**src/rtl/widemem_burst_arbiter.sv**
```systemverilog
// Two-requester round-robin burst arbiter/sequencer for the 64-bit wide memory port.
// Issues len+1 beats per burst; read data returns one cycle after each issued beat.
module widemem_burst_arbiter #(
   parameter int ADDR_W = 11,
   parameter int DATA_W = 64,
   parameter int LEN_W  = 4
) (
   input  logic                  clk,
   input  logic                  rstn,
   input  logic [1:0]            req_valid,
   output logic [1:0]            req_ready,
   input  logic [1:0]            req_we,
   input  logic [2*ADDR_W-1:0]   req_addr,
   input  logic [2*LEN_W-1:0]    req_len,
   input  logic [2*DATA_W-1:0]   wdata,
   input  logic [1:0]            wvalid,
   output logic [1:0]            wready,
   output logic [DATA_W-1:0]     rdata,
   output logic [1:0]            rvalid,
   output logic                  busy,
   output logic                  mem_en,
   output logic [1:0]            mem_we,
   output logic [ADDR_W-1:0]     mem_addr,
   output logic [DATA_W-1:0]     mem_wdata,
   input  logic [DATA_W-1:0]     mem_rdata
);

   typedef enum logic [1:0] {IDLE, WRITE, READ, DRAIN} state_t;

   state_t              state, state_nxt;
   logic                gnt, gnt_nxt;
   logic                last, last_nxt;
   logic [ADDR_W-1:0]   cur, cur_nxt;
   logic [LEN_W-1:0]    cnt, cnt_nxt;
   logic [1:0]          rv_q, rv_nxt;
   logic                pick;

   // On a tie the requester not granted last wins; otherwise the lone requester.
   always_comb begin
      if (req_valid == 2'b11) pick = ~last;
      else                    pick = req_valid[1];
   end

   always_ff @(posedge clk or negedge rstn) begin
      if (!rstn) begin
         state <= IDLE;
         gnt   <= 1'b0;
         last  <= 1'b1;
         cur   <= '0;
         cnt   <= '0;
         rv_q  <= '0;
      end else begin
         state <= state_nxt;
         gnt   <= gnt_nxt;
         last  <= last_nxt;
         cur   <= cur_nxt;
         cnt   <= cnt_nxt;
         rv_q  <= rv_nxt;
      end
   end

   always_comb begin
      state_nxt = state;
      gnt_nxt   = gnt;
      last_nxt  = last;
      cur_nxt   = cur;
      cnt_nxt   = cnt;
      rv_nxt    = '0;
      req_ready = '0;
      wready    = '0;
      mem_en    = 1'b0;
      mem_we    = '0;
      mem_wdata = '0;
      case (state)
         IDLE: begin
            // rstn gating keeps the accept pulse quiet while reset is held
            if ((|req_valid) && rstn) begin
               req_ready[pick] = 1'b1;
               gnt_nxt         = pick;
               last_nxt        = pick;
               cur_nxt         = pick ? req_addr[2*ADDR_W-1:ADDR_W] : req_addr[ADDR_W-1:0];
               cnt_nxt         = pick ? req_len[2*LEN_W-1:LEN_W]    : req_len[LEN_W-1:0];
               state_nxt       = req_we[pick] ? WRITE : READ;
            end
         end
         WRITE: begin
            wready[gnt] = 1'b1;
            if (wvalid[gnt]) begin
               mem_en    = 1'b1;
               mem_we    = '1;
               mem_wdata = gnt ? wdata[2*DATA_W-1:DATA_W] : wdata[DATA_W-1:0];
               cur_nxt   = cur + ADDR_W'(1);
               cnt_nxt   = cnt - LEN_W'(1);
               if (cnt == '0) state_nxt = IDLE;
            end
         end
         READ: begin
            mem_en      = 1'b1;
            rv_nxt[gnt] = 1'b1;
            cur_nxt     = cur + ADDR_W'(1);
            cnt_nxt     = cnt - LEN_W'(1);
            if (cnt == '0) state_nxt = DRAIN;
         end
         DRAIN: state_nxt = IDLE;
         default: state_nxt = IDLE;
      endcase
   end

   assign mem_addr = cur;
   assign rvalid   = rv_q;
   assign rdata    = (|rv_q) ? mem_rdata : '0;
   assign busy     = (state != IDLE);

endmodule

```
**config.mk**
```make
export PLATFORM = sky130hd
export DESIGN_NAME = widemem_burst_arbiter
export DESIGN_NICKNAME = d
export VERILOG_FILES = /design/src/rtl/widemem_burst_arbiter.sv
export SDC_FILE = /design/constraint.sdc
export NUM_CORES = 1
export LEC_CHECK = 0
export BUFFER_PORTS_ARGS = -buffer_cell sky130_fd_sc_hd__buf_2
export CAP_MARGIN = 5
export CORE_AREA = 2 2 146 148
export DETAILED_ROUTE_END_ITERATION = 10
export DIE_AREA = 0 0 148 150
export PLACE_DENSITY = 0.52
export SYNTH_ARGS = -nofsm -noshare
export SYNTH_HDL_FRONTEND = slang
export SYNTH_SLANG_ARGS = --single-unit
```
**constraint.sdc**
```tcl
create_clock -name clk -period 2.7 [get_ports clk]
set_clock_uncertainty 0.15 [all_clocks]
set_input_delay 0.54 -clock clk [delete_from_list [all_inputs] [get_ports clk]]
set_output_delay 0.54 -clock clk [all_outputs]
set_load 0.02 [all_outputs]
```
Word level (Yosys, flattened, before mapping)
Cells that the tools add are included.
- output and inout port bits: 149
- bits in registers: 21
- bitwise operators: 1
- add/subtract/negate cells: 2
- muxes and demuxes: 35
- equality and inequality tests: 8
- reductions and logical operators: 12
- order comparisons: 4
- operator list (operator ; number):
    $mux W64 ; 4
    $mux W11 ; 3
    $pmux W11 S3 ; 1
    $mux W2 ; 11
    $mux W4 ; 3
    $pmux W4 S3 ; 1
    $add A11 B1 Y11 const B ; 1
    $mux W1 ; 8
    $ne A2 B2 Y1 const B ; 4
    $pmux W2 S4 ; 1
    $eq A2 B2 Y1 const B ; 3
    $logic_not A4 Y1 ; 1
    $lt A1 B2 Y1 const B ; 2
    $reduce_and A4 Y1 ; 1
    $reduce_or A2 Y1 ; 2
    $sub A4 B1 Y4 const B ; 1
    $logic_and A1 B1 Y1 ; 3
    $reduce_and A3 Y1 ; 1
    $reduce_bool A3 Y1 ; 1
    $demux W1 S1 ; 2
    $eq A2 B1 Y1 const B ; 1
    $ge A1 B1 Y1 const B ; 2
    $logic_not A2 Y1 ; 1
    $pmux W1 S2 ; 1
    other kinds (3) ; 3

Depth between registers and ports, before layout
- depth after elaboration: 8
- mapped depth: 8
- mapped depth without buffers: 6

Worst setup path after synthesis
No wires, ideal clock.
- path type: register to output
- start point: register gnt
- end point: output mem_wdata[48]
- setup slack: 0.414 ns
- cell stages (with the launch flop): 6
- data arrival time: 1.596 ns
- cells stage by stage: dfrtp_1 -> buf_4 -> buf_2 -> clkbuf_1 -> mux2i_1 -> nor2_1
- word-level cells in the longest chain between the ends: 4
- ends and longest elaborated chain (what ; line ; text):
    start: declaration ; 31 ; logic gnt, gnt_nxt;
    start signal: assignment ; 54 ; gnt <= gnt_nxt;
    $mux W1 (implied by the code) (2 in a row) ; 88 ; if (wvalid[gnt]) begin
    $mux W64 * ; 88 ;
    $mux W64 * ; 74 ; case (state)
    end: declaration ; 24 ; output logic [DATA_W-1:0] mem_wdata,
Every way passes the cells marked *; elsewhere a longest branch is shown, timed or not. The select of a mux whose other input is x is not followed.

Final worst setup path
- start point: register state[1]
- end point: output mem_wdata[63]
- word-level cells in the longest chain between the ends: 2
- ends and longest elaborated chain (what ; line ; text):
    start: declaration ; 30 ; state_t state, state_nxt;
    start signal: assignment ; 53 ; state <= state_nxt;
    $eq A2 B1 Y1 ; 74 ;
    $mux W64 ; 74 ;
No other way between the ends.

==> flow_summary.json <==
{
  "drt_iter0_drc": 123,
  "ys_ff_latch": 21,
  "cts_hold_buf": 0,
  "rsz0062_at_grt": "no",
  "dp_cells": 1014,
  "hold_slack_ns": 0.147,
  "layout.nets": 981,
  "leakagePower_nw": 3.04,
  "initial_utilization_pct": 14.1,
  "finalSetupTns_ns": 0,
  "clk_root_buffer_cell": "clkbuf_16",
  "p_total_mw": 5.19,
  "slew_headroom_pct": 53.5,
  "vias": 4067,
  "timing.final.crit_share_pct": 95.8,
  "endpoint": "mem_wdata[63]",
  "final_cells": 1020,
  "finalMaxSlewViolations": 0,
  "postCtsSetupBuffers": 0,
  "grt_pass1_wl_microns": 20500,
  "synthSimpleGateAreaFrac_pct": 30.4,
  "setup_violations": 0,
  "synth_nets": 618,
  "setup_ws_ns": 0.113,
  "rrSetupSlack_ns": 0.40,
  "synth_edf_count": 0,
  "async_flop_share_pct": 100,
  "worstSetupStartpoint": "state[1]",
  "ys.flop_type": "dfrtp_1",
  "synth_fa_ha_area_share_pct": 2.99,
  "clk_pin_slew_ns": 0.06,
  "ioPinCount": 379,
  "peakVddDrop_uv": 529,
  "status": "completed",
  "port_buffers": 378,
  "placed_area_sq_mm": 0.00516,
  "final_area_sq_mm": 0.00526,
  "reg2reg_to": "mem_addr[4]",
  "r2r-start": "state[1]",
  "avgViaCountPerCell": 3.99,
  "area_delta_synth_final_pct": 79.6,
  "grt_pass1_vias": 3564,
  "drc": 0,
  "cts_made_buffers": 3,
  "crit_fanout": 64,
  "die_x_microns": 148,
  "post-place-ws_ns": 0.236,
  "worstRegToRegCells": 6,
  "cts_tree": "built",
  "syn_inst": 381,
  "num_rows": 53,
  "track_usage_pct": 11.9,
  "crit_path_end_kind": "primary output",
  "synthMuxAreaShare_pct": 29.8,
  "clock-sinks": 21,
  "wirelength_microns": 15100,
  "fp.coreArea_sq_mm": 0.0207,
  "synth-warning-count": 0,
  "synth_area_sq_mm": 0.00293,
  "cp.required_ns": 2.01,
  "routabilityCongestion": 0.697,
  "worstSetupPathType": "register to primary output",
  "synth.avg_cell_area_sq_um": 7.68,
  "final_core_util_pct": 25.4,
  "start_kind": "register",
  "ctsHtreeMaxLevel": 1,
  "fin_crit_ns": 2.59,
  "antenna_found_initial": 13,
  "grt-ovfl-total": 0,
  "clkLatencyLatePin_ns": 0.25,
  "die_area_sq_mm": 0.0222,
  "finalHoldViolCount": 0,
  "post_cts_resized": 0,
  "grt_max_degree": 70,
  "hold_path_class": "primary input to async pin",
  "tightest_slew_ns": 0.698,
  "max_freq_ghz": 0.387,
  "clk_path_buf_depth": 2,
  "maxCapViolCount": 0,
  "fillers": 2367,
  "synth_compound_area_share_pct": 12.2,
  "wl_per_cell_microns": 14.8,
  "synth_top_family_by_area": "simple AND/OR/NAND/NOR gates",
  "synth_cell_types": 48,
  "first_pass_iters": 4,
  "drive_above_1_share_pct": 55.0,
  "synth_xor_area_share_pct": 0.299,
  "final_antenna_net_count": 0,
  "dp_hpwl_microns": 12800,
  "die_y_microns": 150,
  "ys_seq_area_share_pct": 18.0,
  "power.density_mw_per_mm2": 987,
  "arrival_ns": 1.90
}
worst min path at each step:
stage | start | endpoint | slack (ns) | depth (start not counted)
after floorplan | rstn | cnt[0] | 0.09 | 0
after CTS | rstn | mem_addr[10] | 0.15 | 2
after global routing | rstn | mem_addr[6] | 0.17 | 2
final | rstn | mem_addr[8] | 0.15 | 2
after global placement | cnt[3] | cnt[3] | 0.38 | 2
after detailed placement | cnt[3] | cnt[3] | 0.38 | 2
critical path, stage by stage (launching register included):
cell	delay (ns)
dfrtp_1	0.39
inv_1	0.12
ha_1	0.41
nand2b_2	0.14
buf_12	0.20
nor2_1	0.15
buf_2	0.19
cells by family after synthesis:
logic type	count (synthesis)
buffers and inverters	42
AOI/OAI and AO/OA	47
xor gates and xnor gates	1
muxes	86
DFF	21
and+or+nand+nor	177
adders and majority gates	7
registers in the layout, indices dropped and copies added, names as in the netlist:
register / flops
cnt: 4
mem_addr: 11
state: 2
gnt: 1
last: 1
rvalid: 2
placed cells by master, fill, tap and decap left out, types with 7 or more instances in the layout:
cell type,Yosys,routed
a21oi_1,8,8
buf_2,8,378
buf_4,4,8
dfrtp_1,20,19
ha_1,7,7
inv_1,10,10
mux2i_1,78,78
nand2_1,10,10
nor2_1,73,72
nor2b_1,67,67
synthesized netlist by cell type, types with 2 or more instances:
cell type	n	area, sq um
buf_2	8	40.0
o22a_1	2	17.5
o21ai_0	4	20.0
mux2_2	5	56.3
dfrtp_1	20	500
o31ai_1	2	15.0
o211ai_1	3	22.5
nor2_1	73	274
a31oi_1	2	12.5
and2_1	2	12.5
nand2_1	10	37.5
nand4_1	2	12.5
buf_4	4	30.0
nor3_1	6	30.0
o22ai_1	6	37.5
a22o_1	2	17.5
ha_1	7	87.6
a21oi_1	8	40.0
nand3_1	6	30.0
a221o_1	2	20.0
inv_1	10	37.5
mux2_1	2	22.5
nand2b_1	3	18.8
mux2i_1	78	781
a211o_1	3	26.3
o21ai_1	5	25.0
nor2b_1	67	419
and3_1	2	12.5
clkbuf_1	18	67.6
layout make-up:
cell class | instances | area, sq um | share of cell area (%)
Inverter | 11 | 41.3 | 0.786
Clock inverter | 1 | 7.51 | 0.143
Antenna cell | 2 | 5.00 | 0.0952
Sequential cell | 21 | 531 | 10.1
Clock buffer | 3 | 75.1 | 1.43
Timing Repair Buffer | 389 | 2010 | 38.3
Multi-Input combinational cell | 318 | 2240 | 42.6
Tap cell | 275 | 344 | 6.55
metal layers:
| metal | vias to the layer above | wire length [microns] | track usage, % |
|---|---|---|---|
| met5 | - | 123 | 0 |
| met4 | 20 | 70 | 1.29 |
| met3 | 22 | 1770 | 5.70 |
| met2 | 188 | 6960 | 19.5 |
| met1 | 1806 | 6120 | 14.7 |
| li1 | 2031 | - | - |
report_power, final:
part | internal, mW | leakage, nW | total [mW] | switching, mW
registers | 0.494 | 0.251 | 0.695 | 0.201
clock network | 0.201 | 0.0371 | 0.326 | 0.125
logic | 1.63 | 2.75 | 4.17 | 2.54
total | 2.32 | 3.04 | 5.19 | 2.87
No activity file was read; power rests on OpenSTA's default activity.
